<file path="src/rtl/trackball_pkg.sv">
`default_nettype none
// ============================================================================
//  Module   : trackball_pkg
//  Purpose  : Shared constants and helpers for the trackball step generator:
//             output-mode codes, quadrature phase sequencing and the
//             symmetric saturating adder used by every axis accumulator.
//  Revision : 1.0 - initial release
// ============================================================================
package trackball_pkg;

    localparam int MODE_DIRCLK = 0;   // bit1 = direction, bit0 = toggling clock
    localparam int MODE_QUAD   = 1;   // bit1 = A, bit0 = B (Gray sequence)

    // Forward (dir=1): 00 -> 01 -> 11 -> 10 -> 00. Reverse walks it backwards.
    function automatic logic [1:0] gray_next(input logic [1:0] p, input logic dir);
        logic [1:0] n;
        case (p)
            2'b00:   n = dir ? 2'b01 : 2'b10;
            2'b01:   n = dir ? 2'b11 : 2'b00;
            2'b11:   n = dir ? 2'b10 : 2'b01;
            default: n = dir ? 2'b00 : 2'b11;
        endcase
        return n;
    endfunction

    // a + b clamped to +/-(2^(width-1)-1). The sum is formed one bit wider
    // than the operands so it can never wrap before it is clamped. The range
    // is symmetric, so the most-negative code of a width-bit word is never
    // produced.
    function automatic logic signed [31:0] sat_add(input logic signed [31:0] a,
                                                   input logic signed [31:0] b,
                                                   input int width);
        logic signed [32:0] sum;
        logic signed [32:0] lim;
        logic signed [32:0] res;
        sum = 33'(a) + 33'(b);
        lim = (33'sd1 <<< (width - 1)) - 33'sd1;
        if (sum > lim)
            res = lim;
        else if (sum < -lim)
            res = -lim;
        else
            res = sum;
        return res[31:0];
    endfunction

endpackage : trackball_pkg
`default_nettype wire

</file>
<file path="src/rtl/trackball_axis.sv">
`default_nettype none
// ============================================================================
//  Module   : trackball_axis
//  Purpose  : One axis of the trackball step generator: a saturating signed
//             accumulator drained one count per step tick, plus the output
//             encoder (dir/clock or Gray quadrature).
//  Ports    : clk_sys  - system clock
//             reset_n  - synchronous active-low reset
//             tick     - shared step tick from the prescaler
//             in_valid - d_i carries a new scaled delta this cycle
//             d_i      - scaled, optionally inverted, signed delta
//             step_o   - encoded 2-bit output
//             busy_o   - accumulator nonzero (registered)
//  Revision : 1.0 - initial release
// ============================================================================
module trackball_axis
    import trackball_pkg::*;
#(
    parameter int ACC_W = 12,
    parameter int MODE  = MODE_DIRCLK,
    parameter int DW    = 13
) (
    input  logic                 clk_sys,
    input  logic                 reset_n,
    input  logic                 tick,
    input  logic                 in_valid,
    input  logic signed [DW-1:0] d_i,
    output logic [1:0]           step_o,
    output logic                 busy_o
);

    logic signed [ACC_W-1:0] r_acc;
    logic [1:0]              r_code;
    logic                    r_busy;

    logic                    w_neg;
    logic                    w_step;
    logic                    w_up;
    logic signed [31:0]      w_base;
    logic signed [31:0]      w_add;
    logic signed [ACC_W-1:0] w_acc_next;

    // The step decision uses the sign of the accumulator as it stands at the
    // start of the cycle; a simultaneous delta only affects later steps.
    assign w_neg  = r_acc[ACC_W-1];
    assign w_step = tick && (r_acc != '0);
    assign w_up   = ~w_neg;

    always_comb begin
        w_base = 32'(r_acc);
        if (w_step)
            w_base = w_neg ? (w_base + 32'sd1) : (w_base - 32'sd1);
        w_add      = in_valid ? 32'(d_i) : 32'sd0;
        w_acc_next = ACC_W'(sat_add(w_base, w_add, ACC_W));
    end

    always_ff @(posedge clk_sys) begin
        if (!reset_n) begin
            r_acc  <= '0;
            r_busy <= 1'b0;
        end else begin
            r_acc  <= w_acc_next;
            r_busy <= (w_acc_next != '0);
        end
    end

    generate
        if (MODE == MODE_QUAD) begin : g_quad
            always_ff @(posedge clk_sys) begin
                if (!reset_n)
                    r_code <= 2'b00;
                else if (w_step)
                    r_code <= gray_next(r_code, w_up);
            end
        end else begin : g_dirclk
            // Direction bit is only rewritten on a step, so it persists idle.
            always_ff @(posedge clk_sys) begin
                if (!reset_n)
                    r_code <= 2'b00;
                else if (w_step)
                    r_code <= {w_up, ~r_code[0]};
            end
        end
    endgenerate

    assign step_o = r_code;
    assign busy_o = r_busy;

endmodule : trackball_axis
`default_nettype wire

</file>
<file path="src/rtl/trackball_quad.sv">
`default_nettype none
// ============================================================================
//  Module   : trackball_quad
//  Purpose  : Converts per-axis mouse motion deltas into arcade trackball /
//             spinner step outputs. Owns the shared step prescaler and the
//             delta unpacking/scaling; one trackball_axis per axis.
//  Ports    : clk_sys  - system clock
//             reset_n  - synchronous active-low reset
//             in_valid - one-cycle strobe, delta_i holds a new sample
//             delta_i  - AXES x 9-bit two's-complement deltas, axis k at [9k+8:9k]
//             invert_i - per-axis direction inversion, used with in_valid
//             enable_i - 0 pauses stepping; accumulation continues
//             step_o   - AXES x 2-bit encoded output, axis k at [2k+1:2k]
//             busy_o   - per-axis accumulator nonzero
//  Revision : 1.0 - initial release
// ============================================================================
module trackball_quad
    import trackball_pkg::*;
#(
    parameter int AXES       = 2,
    parameter int ACC_W      = 12,
    parameter int STEP_DIV   = 1,
    parameter int SENS_SHIFT = 0,
    parameter int MODE       = MODE_DIRCLK
) (
    input  logic                clk_sys,
    input  logic                reset_n,
    input  logic                in_valid,
    input  logic [AXES*9-1:0]   delta_i,
    input  logic [AXES-1:0]     invert_i,
    input  logic                enable_i,
    output logic [AXES*2-1:0]   step_o,
    output logic [AXES-1:0]     busy_o
);

    localparam int c_PW = $clog2(STEP_DIV + 1);
    // 9-bit delta, up to 3 bits of shift, plus one bit so that negating the
    // most-negative shifted delta cannot wrap.
    localparam int c_DW = 13;

    logic [c_PW-1:0] r_presc;
    logic            w_tick;

    assign w_tick = enable_i && (r_presc == c_PW'(STEP_DIV - 1));

    // Holds its value while paused so the step cadence resumes where it left.
    always_ff @(posedge clk_sys) begin
        if (!reset_n)
            r_presc <= '0;
        else if (enable_i)
            r_presc <= w_tick ? '0 : (r_presc + c_PW'(1));
    end

    generate
        for (genvar k = 0; k < AXES; k++) begin : g_axis
            logic signed [8:0]      w_raw;
            logic signed [c_DW-1:0] w_sh;
            logic signed [c_DW-1:0] w_d;

            assign w_raw = delta_i[9*k +: 9];
            assign w_sh  = c_DW'(w_raw) <<< SENS_SHIFT;
            assign w_d   = invert_i[k] ? -w_sh : w_sh;

            trackball_axis #(
                .ACC_W (ACC_W),
                .MODE  (MODE),
                .DW    (c_DW)
            ) u_axis (
                .clk_sys  (clk_sys),
                .reset_n  (reset_n),
                .tick     (w_tick),
                .in_valid (in_valid),
                .d_i      (w_d),
                .step_o   (step_o[2*k +: 2]),
                .busy_o   (busy_o[k])
            );
        end
    endgenerate

endmodule : trackball_quad
`default_nettype wire

</file>
<file path="config.mk">
export PLATFORM = sky130hd
export DESIGN_NAME = trackball_quad
export DESIGN_NICKNAME = d
export VERILOG_FILES = /design/src/rtl/trackball_pkg.sv /design/src/rtl/trackball_axis.sv /design/src/rtl/trackball_quad.sv
export SDC_FILE = /design/constraint.sdc
export NUM_CORES = 1
export LEC_CHECK = 0
export CORE_MARGIN = 2
export CORE_UTILIZATION = 27
export DETAILED_ROUTE_END_ITERATION = 8
export GPL_TIMING_DRIVEN = 0
export PLACE_DENSITY = 0.39
export RECOVER_POWER = 100
export SLEW_MARGIN = 20
export SYNTH_ARGS = -nofsm -noshare
export SYNTH_HDL_FRONTEND = slang
export SYNTH_SLANG_ARGS = --single-unit
</file>
<file path="constraint.sdc">
create_clock -name clk_sys -period 7.44 [get_ports clk_sys]
set_input_delay 2.232 -clock clk_sys [delete_from_list [all_inputs] [get_ports clk_sys]]
set_output_delay 2.232 -clock clk_sys [all_outputs]
set_load 0.02 [all_outputs]
</file>
Yosys cells after proc, flatten, opt, wreduce, memory -nomap -nowiden:

Index checks and enable logic that the tools add are counted.

* register bits after elaboration: 31
* output and inout bits: 6

* $add $sub $neg: 9
* magnitude comparators: 4
* mux-type cells: 13
* bitwise logic cells: 5
* reductions and logical operators: 7

Operator list (count)
* two-way mux 32 bit: 6
* adder 32 x 32 -> 33 bit: 2
* > comparator 33 x 12 -> 1 bit (second input constant): 2
* less-than comparator 33 x 12 -> 1 bit (second input constant): 2
* two-way mux 12 bit: 4
* nonzero test 12 bit: 4
* adder 12 x 2 -> 13 bit (second input constant): 2
* two-way mux 13 bit: 2
* negation 9 -> 13 bit: 2
* subtractor 12 x 2 -> 13 bit (second input constant): 2
* NOT 1 bit: 5
* logical AND 1 bit: 3
* adder 1 bit (second input constant): 1
* two-way mux 1 bit: 1

Logic depth before layout (Yosys ltp):

* word-level depth: 9
* mapped depth: 25
* depth with buffers taken out: 25

By module:

Synthesis repeated with hierarchy kept, for this count alone.

* cell total of the unflattened synthesis: 593
* area total of the unflattened synthesis: 4794.6 um^2

By module, submodules not included
* trackball_axis (g_axis[1].u_axis): instances 1, cells an instance 271, area each 2204.6 um^2, sequential area each 300.3 um^2
* trackball_axis (g_axis[0].u_axis): instances 1, cells an instance 261, area each 2112.0 um^2, sequential area each 300.3 um^2
* trackball_quad: instances 1, cells an instance 61, area each 478.0 um^2, sequential area each 20.0 um^2

Worst setup path after synthesis:

Ideal clock, no wire load.

* kind: input -> register
* from: in enable_i
* to: reg g_axis[0].u_axis.r_acc[2]
* setup time: 0.095 ns
* arrival: 6.785 ns
* path slack: 0.559 ns
* stages: 21
* path buffers: 2
* path through: nand2b_1 > clkbuf_1 > a31oi_1 > clkbuf_1 > xor2_1 > ha_1 > fa_1 > a21o_1 > a221oi_4 > a21oi_2 > o21a_1 > o21ai_0 > nand2b_1 > a21o_1 > fa_1 > nor4b_1 > o2111a_1 > nand4_1 > nor4_4 > o21ai_4 > a221oi_1

* cells in the longest elaborated chain, start to end: 7
* elaborated cells on any way between the ends: 8
* those cells by class: add/sub: 1; order compare: 2; mux: 3; reduce/logical: 2

RTL lines
* start, declared: RTL line trackball_quad.sv:31 `input logic enable_i,`
* logical AND 1 bit *: RTL line trackball_quad.sv:44 `assign w_tick = enable_i && (r_presc == c_PW'(STEP_DIV - 1));`
* logical AND 1 bit *: RTL line trackball_axis.sv:46 `assign w_step = tick && (r_acc != '0);`
* two-way mux 32 bit *: RTL line trackball_axis.sv:51 `if (w_step)`
* adder 32 x 32 -> 33 bit *: RTL line trackball_pkg.sv:36 `sum = 33'(a) + 33'(b);`
* less-than comparator 33 x 12 -> 1 bit: RTL line trackball_pkg.sv:40 `else if (sum < -lim)`
* two-way mux 12 bit: RTL line trackball_pkg.sv:40
* two-way mux 12 bit *: RTL line trackball_pkg.sv:38 `if (sum > lim)`
* end signal, assigned: RTL line trackball_axis.sv:62 `r_acc <= w_acc_next;`
* end, declared: RTL line trackball_axis.sv:32 `logic signed [ACC_W-1:0] r_acc;`

Every way passes the cells marked *; elsewhere a longest branch is shown, timed or not.
A chain may end at the register's enable or synchronous reset.

Final worst setup path:

* from: in delta_i[0]
* to: reg g_axis[0].u_axis.r_acc[2]

* cells in the longest elaborated chain, start to end: 7
* elaborated cells on any way between the ends: 8
* those cells by class: add/sub: 2; order compare: 2; mux: 4

RTL lines
* start, declared: RTL line trackball_quad.sv:29 `input logic [AXES*9-1:0] delta_i,`
* negation 9 -> 13 bit: RTL line trackball_quad.sv:62 `assign w_d = invert_i[k] ? -w_sh : w_sh;`
* two-way mux 13 bit *: RTL line trackball_quad.sv:62
* two-way mux 32 bit *: RTL line trackball_axis.sv:53 `w_add = in_valid ? 32'(d_i) : 32'sd0;`
* adder 32 x 32 -> 33 bit *: RTL line trackball_pkg.sv:36
* less-than comparator 33 x 12 -> 1 bit: RTL line trackball_pkg.sv:40
* two-way mux 12 bit: RTL line trackball_pkg.sv:40
* two-way mux 12 bit *: RTL line trackball_pkg.sv:38

Marks and branches as above.

==> reports/metrics.csv <==
stage,metric,value,unit
run_status,status,completed,
synth,yosys_warnings,0,
clock_tree,cts_buffers,5,
critical_path,r2r_cells,22,
critical_path,r2r_setup_slack,1.16,ns
drt,vias,4711,
timing,tightest_slew,0.842,ns
worst_hold_path,hold_depth,1,
synth,synth_top_family_by_area,compound AO/OA/AOI/OAI gates,
global_routing,grt_util_all_layers,0.157,
placed_design,place_area,5340,sq um
clock_tree,cts_buffer_depth,2,
synth,muxShareOfSynthArea,0.0125,
synth,synth_cell_types,66,
synth,synth.area.top_cells,"ha_1 13%, dfxtp_1 13%, fa_1 5.9%",
synth,synth_largest_area_cell,ha_1,
drt,avgViaCountPerCell,5.32,
clock_tree,cts_tree,built,
final_layout,stdcell_count,885,
drt,post_drt_wl_per_cell,16.4,um
synth,synth_seq_cells,31,
worst_hold_path,hp-start,g_axis[0].u_axis.r_acc[11],
critical_path,cp-end-kind,flop,
drt,drc_errors,0,
clock_tree,ctsRootBufferMaster,clkbuf_16,
clock_tree,htreeDepth,2,
global_routing,grt_pass1_vias,4629,
synth,ys_dominant_reg_cell,dfxtp_1,
power,ir_drop,281,uV
timing,period_share,0.962,
synth,async_flop_share,0,
floorplan,core-area,17300,sq um
power,switchingPower,1670,uW
timing,hold_violations,0,
final_layout,fin_area,5790,sq um
floorplan,die_w,137,um
power,power.density,536,nW/um^2
floorplan,initial_core_util,0.277,
drt,wirelength,14.5,mm
final_layout,diodes,0,
global_routing,grt_pass1_wl,23.3,mm
timing,clock_skew,0.00359,ns
power,power.share.sequential,0.087,
placed_design,hpwl,12.0,mm
power,p_leak,0.00232,uW
critical_path,arrival,7.34,ns
synth,synth_xor_area_frac,0.0676,
critical_path,worst-setup-path-type,input pin to flop,
drt,first_pass_iters,4,
timing,fin_crit,7.16,ns
placed_design,gp_congestion,0.801,
floorplan,dieArea,18800,sq um
synth,synth_compound_area_frac,0.336,
timing,setup_viol,0,
placed_design,dp_cells,871,
final_layout,synthToLayoutAreaGrowth,20.8,%
critical_path,regToRegEndpoint,g_axis[0].u_axis.r_acc[2],
critical_path,startpoint_type,input pin,
synth,synthAdderAreaFrac,0.189,
power,totalPowerFinal,3100,uW
global_routing,grt_max_degree,13,
drt,drt_iter0_drc,145,
synth,synthCells,619,
final_layout,post_route_cells_drive_above_1_share,0.105,
critical_path,r2r_start,g_axis[0].u_axis.r_acc[11],
power,comb_power_share,0.836,
final_layout,final_nets,747,
floorplan,fp-row-count,48,
timing,fmax,0.140,GHz
power,clockPowerShare,0.077,
synth,synth_sequential_area_ratio,0.130,
floorplan,die_y,137,um
worst_hold_path,hp-class,flop to flop,
synth,synth-simple-area-share,0.222,
global_routing,gr-total-overflow,0,
critical_path,path_max_fanout,8,
synth,post_synth_instance_area,4790,sq um
synth,synth_edf_count,0,
clock_tree,clkSinkCount,31,
worst_hold_path,whs_endpoint,g_axis[0].u_axis.step_o[1],
drt,postRouteAntennaNets,0,
global_routing,antenna_found_initial,0,
placed_design,pre_cts_slack,-0.908,ns
timing,slew_headroom,0.432,
power,p_int,1430,uW
clock_tree,clkLatencyLatePin,0.28,ns
synth,synth_top_area_share,0.131,
synth,synth_fp_nets,707,
run,maxCapViolCount,0,
timing,finalWorstSetupSlack,0.285,ns
placed_design,io_buffers,27,
timing,finalMaxSlewViolations,0,
power,switching_share,0.538,
critical_path,cp.required,7.62,ns
clock_tree,clk_pin_slew_worst_paths,0.06,ns
floorplan,boundaryPins,30,
synth,syn_area_per_cell,7.74,sq um
final_layout,post-route-util,0.335,
-- state kept, by name (all words and copies together), names as in the netlist --
| name | count |
|---|---|
| g_axis.u_axis.busy_o | 2 |
| g_axis.u_axis.r_acc | 24 |
| r_presc | 1 |
| g_axis.u_axis.step_o | 4 |
-- how the worst max path moves through the flow --
stage                     start                         end  slack (ns)  depth (start not counted)
detailed placement     enable_i   g_axis[1].u_axis.r_acc[8]       -0.91                         21
finish               delta_i[0]   g_axis[0].u_axis.r_acc[2]        0.28                         20
floorplan              enable_i   g_axis[0].u_axis.r_acc[2]        0.56                         21
global placement       enable_i     g_axis[0].u_axis.busy_o       -0.92                         22
CTS                    enable_i   g_axis[0].u_axis.r_acc[4]       -0.02                         21
global route        delta_i[11]  g_axis[1].u_axis.r_acc[10]       -0.07                         21
-- worst max-delay path: stages --
cell and delay (ns):
clkdlybuf4s50_1 0.53, inv_1 0.10, ha_2 0.23, or3_1 0.31
a21boi_1 0.18, ha_2 0.33, a21o_1 0.23, a221oi_4 0.34
a21oi_2 0.12, o21a_1 0.19, o21ai_0 0.15, nand2b_1 0.13
a21o_1 0.22, fa_2 0.62, nor4b_2 0.21, o2111a_1 0.22
nand4_1 0.14, nor4_4 0.36, o21ai_4 0.16, a221oi_1 0.31
-- through the flow --
step / TNS [ns] / hold slack (ns)
after CTS: -0.0298 / 0.506
after detailed placement: -19.79 / 0.487
after global placement: -19.82 / 0.473
final: 0 / 0.501
after global routing: -0.437 / 0.540
after floorplan: 0 / 0.454
-- power groups by stage --
stage | Sequential (uW) | Clock (uW) | Combinational (uW)
6_report | 270 | 238 | 2600
3_5_place_dp | 275 | 0 | 2430
3_3_place_gp | 275 | 0 | 2410
2_1_floorplan | 261 | 0 | 1890
4_1_cts | 271 | 244 | 2510
5_1_grt | 278 | 250 | 2900
-- cells in the final DEF, fill, tap and decap left out, types with 6 or more instances in the layout --
cell type	instances
ha_1	48
o21ai_1	9
nand2_1	44
a211oi_1	17
a21o_1	25
o21a_1	13
nand3_1	16
clkbuf_1	9
o211ai_1	9
dfxtp_1	31
nor2b_1	14
and2_1	15
a21oi_1	39
fa_1	11
buf_4	10
inv_1	31
xor2_1	10
a31oi_1	11
nor2_1	39
a221oi_2	6
o21bai_1	9
nor4_1	8
xnor2_1	27
clkdlybuf4s50_1	19
o21ai_0	41
dlygate4sd3_1	7
mux2i_1	6
nor3_1	10
-- routing by layer --
metal	share of wire	vias to the layer above	wire, um	track usage
met2	0.51	37	7440	0.290
met5	0	-	0	0
met1	0.45	2216	6580	0.192
met4	0.022	0	316	0.0475
li1	-	2445	-	-
met3	0.011	13	162	0.0143
-- cell usage after synthesis, types with 5 or more instances --
cell and n:
a211oi_1 18, a21o_1 25, a21oi_1 41, a221oi_1 11, a31oi_1 13, and2_1 15
clkbuf_1 16, dfxtp_1 31, fa_1 14, ha_1 50, inv_1 31, mux2i_1 6
nand2_1 45, nand2b_1 6, nand3_1 17, nand4_1 5, nor2_1 39, nor2b_1 15
nor3_1 12, nor3b_1 6, nor4_1 10, nor4b_1 7, o211ai_1 9, o21a_1 13
o21ai_0 43, o21ai_1 7, o21bai_1 9, o31ai_1 5, xnor2_1 27, xor2_1 10
-- cell type report --
class	instances	area (sq um)
inverters	32	120
clock buffers	5	125
flip-flops and latches	31	621
well taps	225	282
repair buffers	35	333
plain buffers	17	95.1
multi-input cells	537	4170
fillers	1849	11500
clock inverters	3	43.8
-- timing repair --
item | 4_1_cts | 5_1_grt
hold buffers | 0 | 0
endpoints found under the hold margin | 0 | 0
setup endpoints to repair | 24 | 24
gates resized for setup | 21 | 38
buffers inserted | 4 | 4
pin swaps | 3 | 4
-- cell families after synthesis --
kind of cell    Yosys count
compound gates          232
xor+xnor                 37
fa+ha+maj                64
buf+inv                  51
flops                    31
mux                       6
simple gates            198
Note: power is estimated with default switching activity, not from simulation.
